===== src/rtl/ram_port_arbiter_if.sv =====
// Reader, writer and RAM-side signals of ram_port_arbiter, bundled as one port.
// master = the arbiter itself, slave = the requesters/RAM around it.
interface ram_port_arbiter_if #(
    parameter int AW = 16,
    parameter int DW = 8,
    parameter int LW = 3
);
    logic          rd_req;
    logic [AW-1:0] rd_addr;
    logic [LW-1:0] rd_len;
    logic          rd_gnt;
    logic          rd_vld;
    logic [LW-1:0] rd_idx;
    logic [DW-1:0] rd_data;
    logic          rd_done;

    logic          wr_req;
    logic [AW-1:0] wr_addr;
    logic [LW-1:0] wr_len;
    logic [DW-1:0] wr_data;
    logic          wr_gnt;
    logic          wr_ack;
    logic          wr_done;

    logic [AW-1:0] ram_addr;
    logic          ram_we;
    logic [DW-1:0] ram_d;
    logic [DW-1:0] ram_q;

    modport master (
        input  rd_req, rd_addr, rd_len,
        input  wr_req, wr_addr, wr_len, wr_data,
        input  ram_q,
        output rd_gnt, rd_vld, rd_idx, rd_data, rd_done,
        output wr_gnt, wr_ack, wr_done,
        output ram_addr, ram_we, ram_d
    );

    modport slave (
        output rd_req, rd_addr, rd_len,
        output wr_req, wr_addr, wr_len, wr_data,
        output ram_q,
        input  rd_gnt, rd_vld, rd_idx, rd_data, rd_done,
        input  wr_gnt, wr_ack, wr_done,
        input  ram_addr, ram_we, ram_d
    );
endinterface


===== src/rtl/ram_port_arbiter.sv =====
// Shares one byte-wide RAM port between a burst reader and a burst writer.
// MEMARB_RR_EN defined: round-robin tie-break; undefined: writer wins ties.
module ram_port_arbiter #(
    parameter int AW = 16,
    parameter int DW = 8,
    parameter int LW = 3
) (
    input  logic               clk,
    input  logic               rst_n,
    ram_port_arbiter_if.master bus
);

    typedef enum logic [1:0] {
        ST_IDLE   = 2'd0,
        ST_RBURST = 2'd1,
        ST_WBURST = 2'd2
    } state_t;

    state_t        state_q, state_d;
    logic [LW-1:0] cnt_q, cnt_d;
    logic [LW-1:0] len_q, len_d;
    logic [AW-1:0] base_q, base_d;
    logic [AW-1:0] hold_q, hold_d;

    logic [AW-1:0] burst_addr;
    logic          last_byte;
    logic          owner_req;
    logic          grant_rd;
    logic          grant_wr;

    // Address arithmetic wraps naturally at AW bits.
    assign burst_addr = base_q + {{(AW-LW){1'b0}}, cnt_q};
    assign last_byte  = (cnt_q == len_q);

`ifdef MEMARB_RR_EN
    logic last_wr_q, last_wr_d;

    // On a tie the requester that was not served last wins.
    assign grant_rd = bus.rd_req & (~bus.wr_req | last_wr_q);

    always_ff @(posedge clk or negedge rst_n) begin
        if (!rst_n) begin
            last_wr_q <= 1'b1;
        end else begin
            last_wr_q <= last_wr_d;
        end
    end

    always_comb begin
        last_wr_d = last_wr_q;
        if (state_q == ST_IDLE) begin
            if (grant_rd) begin
                last_wr_d = 1'b0;
            end else if (grant_wr) begin
                last_wr_d = 1'b1;
            end
        end
    end
`else
    assign grant_rd = bus.rd_req & ~bus.wr_req;
`endif

    assign grant_wr = bus.wr_req & ~grant_rd;

    always_ff @(posedge clk or negedge rst_n) begin
        if (!rst_n) begin
            state_q <= ST_IDLE;
            cnt_q   <= '0;
            len_q   <= '0;
            base_q  <= '0;
            hold_q  <= '0;
        end else begin
            state_q <= state_d;
            cnt_q   <= cnt_d;
            len_q   <= len_d;
            base_q  <= base_d;
            hold_q  <= hold_d;
        end
    end

    always_comb begin
        state_d      = state_q;
        cnt_d        = cnt_q;
        len_d        = len_q;
        base_d       = base_q;
        hold_d       = hold_q;
        owner_req    = 1'b0;

        bus.rd_gnt   = 1'b0;
        bus.rd_vld   = 1'b0;
        bus.rd_idx   = '0;
        bus.rd_data  = '0;
        bus.rd_done  = 1'b0;
        bus.wr_gnt   = 1'b0;
        bus.wr_ack   = 1'b0;
        bus.wr_done  = 1'b0;
        bus.ram_addr = hold_q;
        bus.ram_we   = 1'b0;
        bus.ram_d    = '0;

        case (state_q)
            ST_IDLE: begin
                if (grant_rd) begin
                    state_d = ST_RBURST;
                    base_d  = bus.rd_addr;
                    len_d   = bus.rd_len;
                    cnt_d   = '0;
                end else if (grant_wr) begin
                    state_d = ST_WBURST;
                    base_d  = bus.wr_addr;
                    len_d   = bus.wr_len;
                    cnt_d   = '0;
                end
            end

            ST_RBURST, ST_WBURST: begin
                owner_req    = (state_q == ST_RBURST) ? bus.rd_req : bus.wr_req;
                bus.ram_addr = burst_addr;
                hold_d       = burst_addr;
                if (state_q == ST_RBURST) begin
                    bus.rd_gnt  = 1'b1;
                    bus.rd_vld  = 1'b1;
                    bus.rd_idx  = cnt_q;
                    bus.rd_data = bus.ram_q;
                    bus.rd_done = last_byte;
                end else begin
                    bus.wr_gnt  = 1'b1;
                    bus.wr_ack  = 1'b1;
                    bus.wr_done = last_byte;
                    bus.ram_we  = 1'b1;
                    bus.ram_d   = bus.wr_data;
                end
                // A dropped request ends the burst after the current byte, without done.
                if (last_byte || !owner_req) begin
                    state_d = ST_IDLE;
                    cnt_d   = '0;
                end else begin
                    cnt_d = cnt_q + 1'b1;
                end
            end

            default: begin
                state_d = ST_IDLE;
                cnt_d   = '0;
            end
        endcase
    end

endmodule

===== src/flat_wrapper.sv =====
// flat-port wrapper written by rule: the top's interface ports become plain ports
module ram_port_arbiter_flat 
#(
    parameter int AW = 16,
    parameter int DW = 8,
    parameter int LW = 3
)
  (clk, rst_n, bus_rd_req, bus_rd_addr, bus_rd_len, bus_wr_req, bus_wr_addr, bus_wr_len, bus_wr_data, bus_ram_q, bus_rd_gnt, bus_rd_vld, bus_rd_idx, bus_rd_data, bus_rd_done, bus_wr_gnt, bus_wr_ack, bus_wr_done, bus_ram_addr, bus_ram_we, bus_ram_d);
  ram_port_arbiter_if #(.AW(AW), .DW(DW), .LW(LW)) bus_i ();
  input  logic clk;
  input  logic rst_n;
  input wire logic [$bits(bus_i.rd_req)-1:0] bus_rd_req;
  input wire logic [$bits(bus_i.rd_addr)-1:0] bus_rd_addr;
  input wire logic [$bits(bus_i.rd_len)-1:0] bus_rd_len;
  input wire logic [$bits(bus_i.wr_req)-1:0] bus_wr_req;
  input wire logic [$bits(bus_i.wr_addr)-1:0] bus_wr_addr;
  input wire logic [$bits(bus_i.wr_len)-1:0] bus_wr_len;
  input wire logic [$bits(bus_i.wr_data)-1:0] bus_wr_data;
  input wire logic [$bits(bus_i.ram_q)-1:0] bus_ram_q;
  output wire logic [$bits(bus_i.rd_gnt)-1:0] bus_rd_gnt;
  output wire logic [$bits(bus_i.rd_vld)-1:0] bus_rd_vld;
  output wire logic [$bits(bus_i.rd_idx)-1:0] bus_rd_idx;
  output wire logic [$bits(bus_i.rd_data)-1:0] bus_rd_data;
  output wire logic [$bits(bus_i.rd_done)-1:0] bus_rd_done;
  output wire logic [$bits(bus_i.wr_gnt)-1:0] bus_wr_gnt;
  output wire logic [$bits(bus_i.wr_ack)-1:0] bus_wr_ack;
  output wire logic [$bits(bus_i.wr_done)-1:0] bus_wr_done;
  output wire logic [$bits(bus_i.ram_addr)-1:0] bus_ram_addr;
  output wire logic [$bits(bus_i.ram_we)-1:0] bus_ram_we;
  output wire logic [$bits(bus_i.ram_d)-1:0] bus_ram_d;
  assign bus_i.rd_req = bus_rd_req;
  assign bus_i.rd_addr = bus_rd_addr;
  assign bus_i.rd_len = bus_rd_len;
  assign bus_i.wr_req = bus_wr_req;
  assign bus_i.wr_addr = bus_wr_addr;
  assign bus_i.wr_len = bus_wr_len;
  assign bus_i.wr_data = bus_wr_data;
  assign bus_i.ram_q = bus_ram_q;
  assign bus_rd_gnt = bus_i.rd_gnt;
  assign bus_rd_vld = bus_i.rd_vld;
  assign bus_rd_idx = bus_i.rd_idx;
  assign bus_rd_data = bus_i.rd_data;
  assign bus_rd_done = bus_i.rd_done;
  assign bus_wr_gnt = bus_i.wr_gnt;
  assign bus_wr_ack = bus_i.wr_ack;
  assign bus_wr_done = bus_i.wr_done;
  assign bus_ram_addr = bus_i.ram_addr;
  assign bus_ram_we = bus_i.ram_we;
  assign bus_ram_d = bus_i.ram_d;
  ram_port_arbiter #(.AW(AW), .DW(DW), .LW(LW)) u_core (.clk(clk), .rst_n(rst_n), .bus(bus_i));
endmodule

===== config.mk =====
export PLATFORM = sky130hd
export DESIGN_NAME = ram_port_arbiter_flat
export DESIGN_NICKNAME = d
export VERILOG_FILES = /design/src/rtl/ram_port_arbiter_if.sv /design/src/rtl/ram_port_arbiter.sv /design/src/flat_wrapper.sv
export SDC_FILE = /design/constraint.sdc
export NUM_CORES = 1
export LEC_CHECK = 0
export CAP_MARGIN = 20
export CORE_ASPECT_RATIO = 1.75
export CORE_MARGIN = 2
export CORE_UTILIZATION = 50
export DETAILED_ROUTE_END_ITERATION = 16
export DONT_BUFFER_PORTS = 1
export PLACE_DENSITY = 0.67
export SETUP_SLACK_MARGIN = 0.02
export SKIP_LAST_GASP = 1
export SYNTH_ARGS = -nofsm -noshare
export SYNTH_HDL_FRONTEND = slang
export SYNTH_SLANG_ARGS = --single-unit

===== constraint.sdc =====
create_clock -name clk -period 2.1 [get_ports clk]
set_clock_uncertainty 0.05 [all_clocks]
set_input_delay 0.42 -clock clk [delete_from_list [all_inputs] [get_ports clk]]
set_output_delay 0.42 -clock clk [all_outputs]
set_load 0.01 [all_outputs]

* Yosys cells after proc, flatten, opt, wreduce, memory -nomap -nowiden
Index checks and enable logic that the tools add are counted.
** Storage, ports and cells
- Bits in registers :: 40
- Input port bits :: 58
- Output and inout bits :: 42
- Logic and storage cells :: 51
** Cells by class
- Add/subtract/negate cells :: 2
- Equality and inequality tests :: 5
- Muxes and demuxes :: 28
- Bitwise gates (word level) :: 4
- Reductions and logical operators :: 7
** Operator list (count)
- $mux 16 :: 3
- $mux 8 :: 4
- $mux 3 :: 7
- $add 16x3->16 :: 1
- $mux 1 :: 9
- $mux 2 :: 3
- $pmux 3 s2 :: 1
- $pmux 2 s2 :: 1
- $reduce_and 2->1 :: 2
- $add 3x1->3 const B :: 1
- $eq 3x3->1 :: 1
- $ne 3x1->1 const B :: 1
- $and 1x1->1 :: 2
- $eq 2x1->1 const B :: 1
- $eq 2x2->1 const B :: 1
- $logic_not 2->1 :: 1
- $ne 2x1->1 const B :: 1
- $not 1->1 :: 2
- $reduce_bool 2->1 :: 1
- $reduce_or 2->1 :: 1
- $logic_not 1->1 :: 1
- $logic_or 1x1->1 :: 1

* Longest topological paths before layout
- Depth after elaboration :: 7
- Gate-level depth with buffers :: 7
- Mapped depth without buffers :: 6

* Least setup slack after synthesis
No wires, ideal clock.
- Kind :: reg-to-output
- Start point :: register u_core.cnt_q[0]
- End point :: output port bus_ram_addr[10]
- Arrival time :: 1759 ps
- Data required time :: 1630 ps
- Slack :: -129 ps
- Stages on the path, launching flop included :: 7
- Buffers on the path :: 0
- Cell sequence :: dfrtp_1 ha_1 fa_1 a21o_2 nand3_2 o21ai_0 a31oi_1
** Between the ends
- Cells in the longest elaborated chain, start to end :: 2
** RTL lines
- start, declared :: RTL line ram_port_arbiter.sv:20 : logic [LW-1:0] cnt_q, cnt_d;
- start signal, assigned :: RTL line ram_port_arbiter.sv:74 : cnt_q <= cnt_d;
- $add 16x3->16 :: RTL line ram_port_arbiter.sv:32 : assign burst_addr = base_q + {{(AW-LW){1'b0}}, cnt_q};
- $mux 16
- end, declared :: RTL line flat_wrapper.sv:28 : output wire logic [$bits(bus_i.ram_addr)-1:0] bus_ram_addr;
Every way passes these cells.

* Final worst setup path
- Start point :: register u_core.cnt_q[2]
- End point :: output port bus_ram_addr[11]
Same word-level chain as after synthesis.

==> results.tsv <==
stage	metric	value	unit
clock_tree	h-tree-depth	2	
clock_tree	clock_sinks	40	
placed_design	place_ws	-0.0628	ns
timing	rsz0062_at_grt	yes	
worst_setup_path	crit_family	compound AO/OA/AOI/OAI gates	
power_and_ir_drop	ir_drop	1.17	mV
placed_design	dp.final_hpwl	3710	um
yosys	synthMuxAreaShare	10.6	%
worst_setup_path	cp-end-kind	primary output	
route	via_per_inst	5.84	
clock_tree	clkLatencyLatePin	0.30	ns
timing	finalCriticalPeriod	2.45	ns
timing	slew_viol_final	0	
timing	fmax	408	MHz
layout	seq_area	0.00100	mm^2
yosys	async_flop_share	100	%
yosys	synthAdderAreaFrac	4.63	%
route	vias	1863	
global_routing	grt.overflow.total	0	
route	dr.pass1.iters	4	
yosys	synth_xor_area_share	4.15	%
worst_setup_path	arrival	1.98	ns
hold_path	hold_end	u_core.state_q[1]$_DFFE_PN0P_	
worst_setup_path	slowest_delay	0.43	ns
yosys	synth_area	0.00232	mm^2
floorplan	io-pin-count	100	
placed_design	place_congestion	0.819	
worst_setup_path	path_buf_inv	1	
flow_run	maxCapViolCount	0	
layout	mostFrequentLayoutCell	dfrtp_1	
clock_tree	cts_root_buf	clkbuf_8	
outcome	status	complete, but fails checks	
yosys	yosys_warnings	0	
layout	fill_cells	344	
placed_design	numPortBuffers	0	
floorplan	dieArea	0.00523	mm^2
layout	layout-drive-gt1-share	36.2	%
floorplan	fp.dieW	55.5	um
global_routing	grtUsageTotal	20.2	%
power_and_ir_drop	power_leakage	1.30	nW
floorplan	initial_core_util	52.3	%
yosys	avgSynthCellArea	9.72	um^2
worst_setup_path	reg2reg_to	u_core.state_q[1]$_DFFE_PN0P_	
route	ant_nets	0	
clock_tree	cts_tree	yes	
yosys	synthCells	239	
hold_path	hold-path-cell-count	1	
worst_setup_path	cp_slowest_cell	dfrtp_1	
hold_path	hold_path_class	in2reg	
route	wl	5370	um
worst_setup_path	r2r_start	u_core.state_q[0]$_DFFE_PN0P_	
global_routing	grt_pass1_vias	1770	
clock_tree	cts.clk_slew.worst_paths	0.08	ns
yosys	synth_edf_count	0	
layout	area_growth	30.8	%
yosys	synth_top_family_by_area	simple AND/OR/NAND/NOR gates	
yosys	synth_compound_area_share	14.1	%
worst_setup_path	cp_cell_sequence	ha_4, a21oi_4, a211oi_4, buf_4, nand4b_1, nand3b_1	
route	drc	0	
worst_setup_path	critPathMaxFanout	7	
floorplan	die_y	94.2	um
power_and_ir_drop	p_per_area	1640	mW/mm^2
worst_setup_path	worstSetupStartpointType	flop	
yosys	ys_types	41	
timing	fin_ws	-0.348	ns
layout	diodes	0	
global_routing	antenna_found_initial	0	
layout	nNetsFinal	333	
yosys	synthSimpleGateAreaFrac	19.2	%
yosys	ys.flop_type	dfrtp_1	
route	drt_iter0_drc	30	
yosys	synth_fp_nets	305	
worst_setup_path	required	1.63	ns
layout	final_cell_mix	dfrtp_1, nand2_1, buf_4	
layout	final_util	68.4	%
floorplan	floorplan.core_area	0.00444	mm^2
timing	setup_violations	23	
timing	slew_headroom	69.2	%
yosys	synth_seq_area_share	43.1	%
worst_setup_path	worstSetupPathType	reg2out	
global_routing	grt_pass1_wl	8240	um
route	wl_per_cell	16.8	um
outcome	violations	setup timing	
global_routing	grt_max_degree	41	
hold_path	hold_path_startpoint	bus_wr_req	
timing	fin_crit_sh	117	%
worst_setup_path	reg2reg_depth	7	
clock_tree	cts_buffers	5	
layout	multiInputGateArea	0.00152	mm^2
clock_tree	clockBufferDepth	2	
worst_setup_path	r2r_slack	0.22	ns
floorplan	core.rowCount	32	
worst_setup_path	crit_cells	6	
timing	hold_violations	0	
yosys	ys_seq_elements	40	
timing	tightest_slew	0.460	ns
metrics by stage:
step	hold slack, ns	instances	cell area [um^2]	power (W)	TNS [ns]
2_1_floorplan	0.0744	239	2410	0.00301	0
3_3_place_gp	0.0757	296	2560	0.00353	-0.0323
3_5_place_dp	0.0753	296	2560	0.00360	-0.215
4_1_cts	0.235	313	2880	0.00462	-3.88
5_1_grt	0.246	319	3040	0.00532	-5.77
6_report	0.233	319	3040	0.00500	-4.27
how the worst max path moves through the flow:
stage               slack, ns                    startpoint               end
finish                  -0.35   u_core.cnt_q[2]$_DFFE_PN0P_  bus_ram_addr[11]
CTS                     -0.35   u_core.cnt_q[2]$_DFFE_PN0P_  bus_ram_addr[14]
global route            -0.40   u_core.cnt_q[2]$_DFFE_PN0P_  bus_ram_addr[13]
floorplan               0.006   u_core.cnt_q[0]$_DFFE_PN0P_  bus_ram_addr[14]
detailed placement      -0.06   u_core.cnt_q[0]$_DFFE_PN0P_   bus_ram_addr[4]
global placement        -0.02  u_core.base_q[2]$_DFFE_PN0P_  bus_ram_addr[13]
registers in the layout, indices dropped and copies added, names as in the netlist:
name	flops
u_core.len_q	3
u_core.cnt_q	3
u_core.base_q	16
u_core.hold_q	16
u_core.state_q	2
synthesized netlist by cell type (all sizes together) (7+ instances only):
cell type	number	area, um^2
nand2	29	109
mux2i	20	200
dfrtp	40	1000
o21ai	25	125
nor2	12	45.0
inv	7	26.3
buf	7	46.3
xor2	8	70.1
clkbuf	7	26.3
a21oi	15	78.8
and2	21	131
ha	7	87.6
report_power, final:
part,switching [W],total [W],internal (W)
clock,0.000278,0.000629,0.000352
combinational,0.00158,0.00292,0.00135
sequential,0.000298,0.00144,0.00114
total,0.00215,0.00500,0.00284
logic make-up after synthesis:
family,after synthesis
muxes,24
AOI/OAI and AO/OA,52
buffers and inverters,21
DFF,40
adders and majority gates,8
xor gates and xnor gates,11
and+or+nand+nor,83
timing repair:
action / in CTS / in global routing
hold buffers: 2 / 0
endpoints found under the setup margin: 26 / 37
buffers inserted: 8 / 4
hold endpoints to repair: 40 / 0
resized for setup: 26 / 24
gates cloned: 0 / 2
pin swaps: 26 / 18
routing by layer:
layer	routed length, um	track usage, %
met1	2170	23.2
met5	0	0
met4	80	8.54
met3	305	3.72
met2	2810	36.1
final cells by class:
type / count / share of cell area [%]
multi-input cells: 179 / 49.9
clock inverters: 3 / 1.40
repair buffers: 34 / 10.4
well taps: 51 / 2.10
clock buffers: 5 / 2.26
inverters: 7 / 0.988
flip-flops and latches: 40 / 32.9
No activity file was read; power rests on OpenSTA's default activity.
==> patch (config.mk and constraints unchanged) <==
`hold_q` no longer has a reset.
--- a/src/rtl/ram_port_arbiter.sv
+++ b/src/rtl/ram_port_arbiter.sv
@@ -70,3 +70,2 @@
             base_q  <= '0;
-            hold_q  <= '0;
         end else begin
@@ -76,4 +75,7 @@
             base_q  <= base_d;
-            hold_q  <= hold_d;
         end
+    end
+
+    always_ff @(posedge clk) begin
+        hold_q <= hold_d;
     end
Function: differs if rst_n is asserted again (counterexample within 4 cycles, from zero or initial values and one cycle with rst_n low); with rst_n held inactive, the same outputs for 10 cycles.
==> patch against the unedited design <==
The run still ends with setup timing left; clock power rose by 2%; synthesized area is 2.9% lower; design area down 3.3%; total power fell by 4.0%; routed wire length is 7.0% lower; setup slack better by 0.016 ns; first-iteration DRC count is 13% lower; sequential cell count unchanged; via count down 3.4%; critical path depth unchanged; register-to-register slack better by 0.04 ns; critical path type unchanged; critical endpoint is now bus_ram_addr[10].
==> patch: results (changes against the unedited design) <==
| Metric | Value |
|---|---|
| Result of the run | complete, but fails checks |
| Failing checks | setup timing |
| Final Max Slew Viols | 0 (unchanged) |
| Proportion of synthesized chip area in sequential cells | 40.8% (-2.3 points) |
| R2R Path End | u_core.hold_q[13]$_DFF_P_ |
| P_leak | 1.25 nW (-4.1%) |
| Proportion of synthesized flip-flops having asynchronous set or reset | 60.0% (-40 points) |
| Final setup fails | 14 (-39%) |
| Hold endpoint | u_core.state_q[1]$_DFFE_PN0P_ |
| Kind of cell adding the most delay to the critical path | simple AND/OR/NAND/NOR gates |
| NumNets Final | 332 (-0.30%) |
| Clock root buffer | sky130_fd_sc_hd__clkbuf_8 |
| Number of library cell types mapped by synthesis | 42 (+2.4%) |
| Detailed Place HPWL | 3500 µm (-5.7%) |
| Vias in the first global route | 1624 (-8.2%) |
| Crit path from | u_core.cnt_q[2]$_DFFE_PN0P_ |
| CTS Buf Count | 5 (unchanged) |
| Vias post-DR | 1800 (-3.4%) |
| Critical Path AT | 1.96 ns (-0.02 ns) |
| Number of antenna violations at the first check in global routing | 0 (unchanged) |
| Final RePlAce weighted congestion | 0.750 (-8.4%) |
| Worst hold path stage count | 1 (unchanged) |
| Beginning of the worst register-to-register path | u_core.cnt_q[2]$_DFFE_PN0P_ |
| Initial DRC Count | 26 (-13%) |
| Biggest registers after layout | u_core.base_q x16, u_core.hold_q x16 |
| Maximum vdd ir drop | 1.40 mV (+20%) |
| Worst Path Max Fanout | 5 (-2) |
| Most used DFF post-synth | sky130_fd_sc_hd__dfrtp_1 |
| Worst-Margin Slew | 0.445 ns (-0.0155 ns) |
| Max stage delay cell, worst path | sky130_fd_sc_hd__dfrtp_1 |
| Source-to-sink clock delay at the later pin of the worst-skew pair | just under 0.3 ns |
| FF-to-FF path depth | 6 (-1) |
| Total routed wirelength | 5000 µm (-7.0%) |
| Cell types with the highest counts after synthesis | 29 x sky130_fd_sc_hd__nand2_1, 25 x sky130_fd_sc_hd__o21ai_0, 24 x sky130_fd_sc_hd__dfrtp_1 |
| Global-route wire length before repair | 7600 µm (-7.7%) |
| Delay of the slowest cell on the worst path | ~0.42 ns |
| Clock edge transition at the registers on the reported setup and hold paths | approximately 0.070 ns |
| Total number of yosys warnings | 0 (unchanged) |
| Cell Area, Placed | 0.00250 mm² (-2.5%) |
| Worst Slack Setup Final | -0.332 ns (+0.0159 ns) |
| Number of levels the H-tree was split into | 2 (unchanged) |
| Gr usage total | 20.4% (+0.26 points) |
| Largest net degree at the start of global routing | 39 (-4.9%) |
| Syn Nets | 307 (+0.66%) |
| Slack of the worst reg-to-reg path | 0.26 ns (+0.04 ns) |
| CTS max path bufs | 2 (unchanged) |
| Fraction of final layout cells sized beyond drive strength 1 | 35.3% (-0.86 points) |
| Cells taking the most area after synthesis | sky130_fd_sc_hd__dfrtp_1 27%, sky130_fd_sc_hd__dfxtp_1 14%, sky130_fd_sc_hd__mux2i_1 8.9% |
| Capturing element of the worst setup path | bus_ram_addr[10] |
| Hold Crit Class | input port to flop |
| Fin Hold WS | 0.254 ns (+0.0214 ns) |
[patch: cell count changes after synthesis, sizes merged]
cell   change
ha         +1
dfrtp     -16
dfxtp     +16
[patch: where the power goes]
part	internal (W)	switching, W	leakage, nW	total, W
clock	0.000383	0.000262	0.0588	0.000644
combinational	0.00120	0.00155	0.758	0.00275
sequential	0.00115	0.000256	0.434	0.00140
total	0.00273	0.00207	1.25	0.00480
[patch: what timing repair did]
action / in CTS / in global routing
resized for setup: 21 / 30
pin swaps: 19 / 21
hold buffers: 1 / 0
endpoints found under the hold margin: 24 / 0
cloned: 1 / 0
endpoints found under the setup margin: 26 / 37
buffers inserted: 5 / 3
[patch: layout make-up]
type | count | area, µm²
well taps | 51 | 63.8
fillers | 336 | 1430
flip-flops and latches | 40 | 921
repair buffers | 31 | 285
inverters | 7 | 30.0
multi-input cells | 180 | 1520
clock inverters | 2 | 33.8
clock buffers | 6 | 82.6
[patch: kinds of logic after synthesis]
group | after synthesis | share of synthesized area (%)
AOI/OAI and AO/OA | 52 | 14.5
xor gates and xnor gates | 11 | 4.27
adders and majority gates | 9 | 5.32
buffers and inverters | 21 | 4.38
DFF | 40 | 40.8
muxes | 24 | 10.9
and+or+nand+nor | 83 | 19.8
[patch: routing by layer]
layer	GRT usage [%]	part of all wire [%]	routed length [µm]	vias to the layer above
met5	0	0	0	-
met2	32.7	51	2540	94
met4	7.92	3.0	149	0
li1	-	-	-	876
met1	25.5	38	1900	818
met3	4.84	8.2	411	12
[patch: stage by stage]
step	TNS, ns	instances	setup WS [ns]	power (W)
floorplan	0	240	0.00786	0.00301
global placement	-0.0166	298	-0.0116	0.00349
detailed placement	-0.0897	298	-0.0472	0.00354
CTS	-3.41	313	-0.309	0.00452
global route	-4.80	317	-0.409	0.00517
finish	-3.50	317	-0.332	0.00480
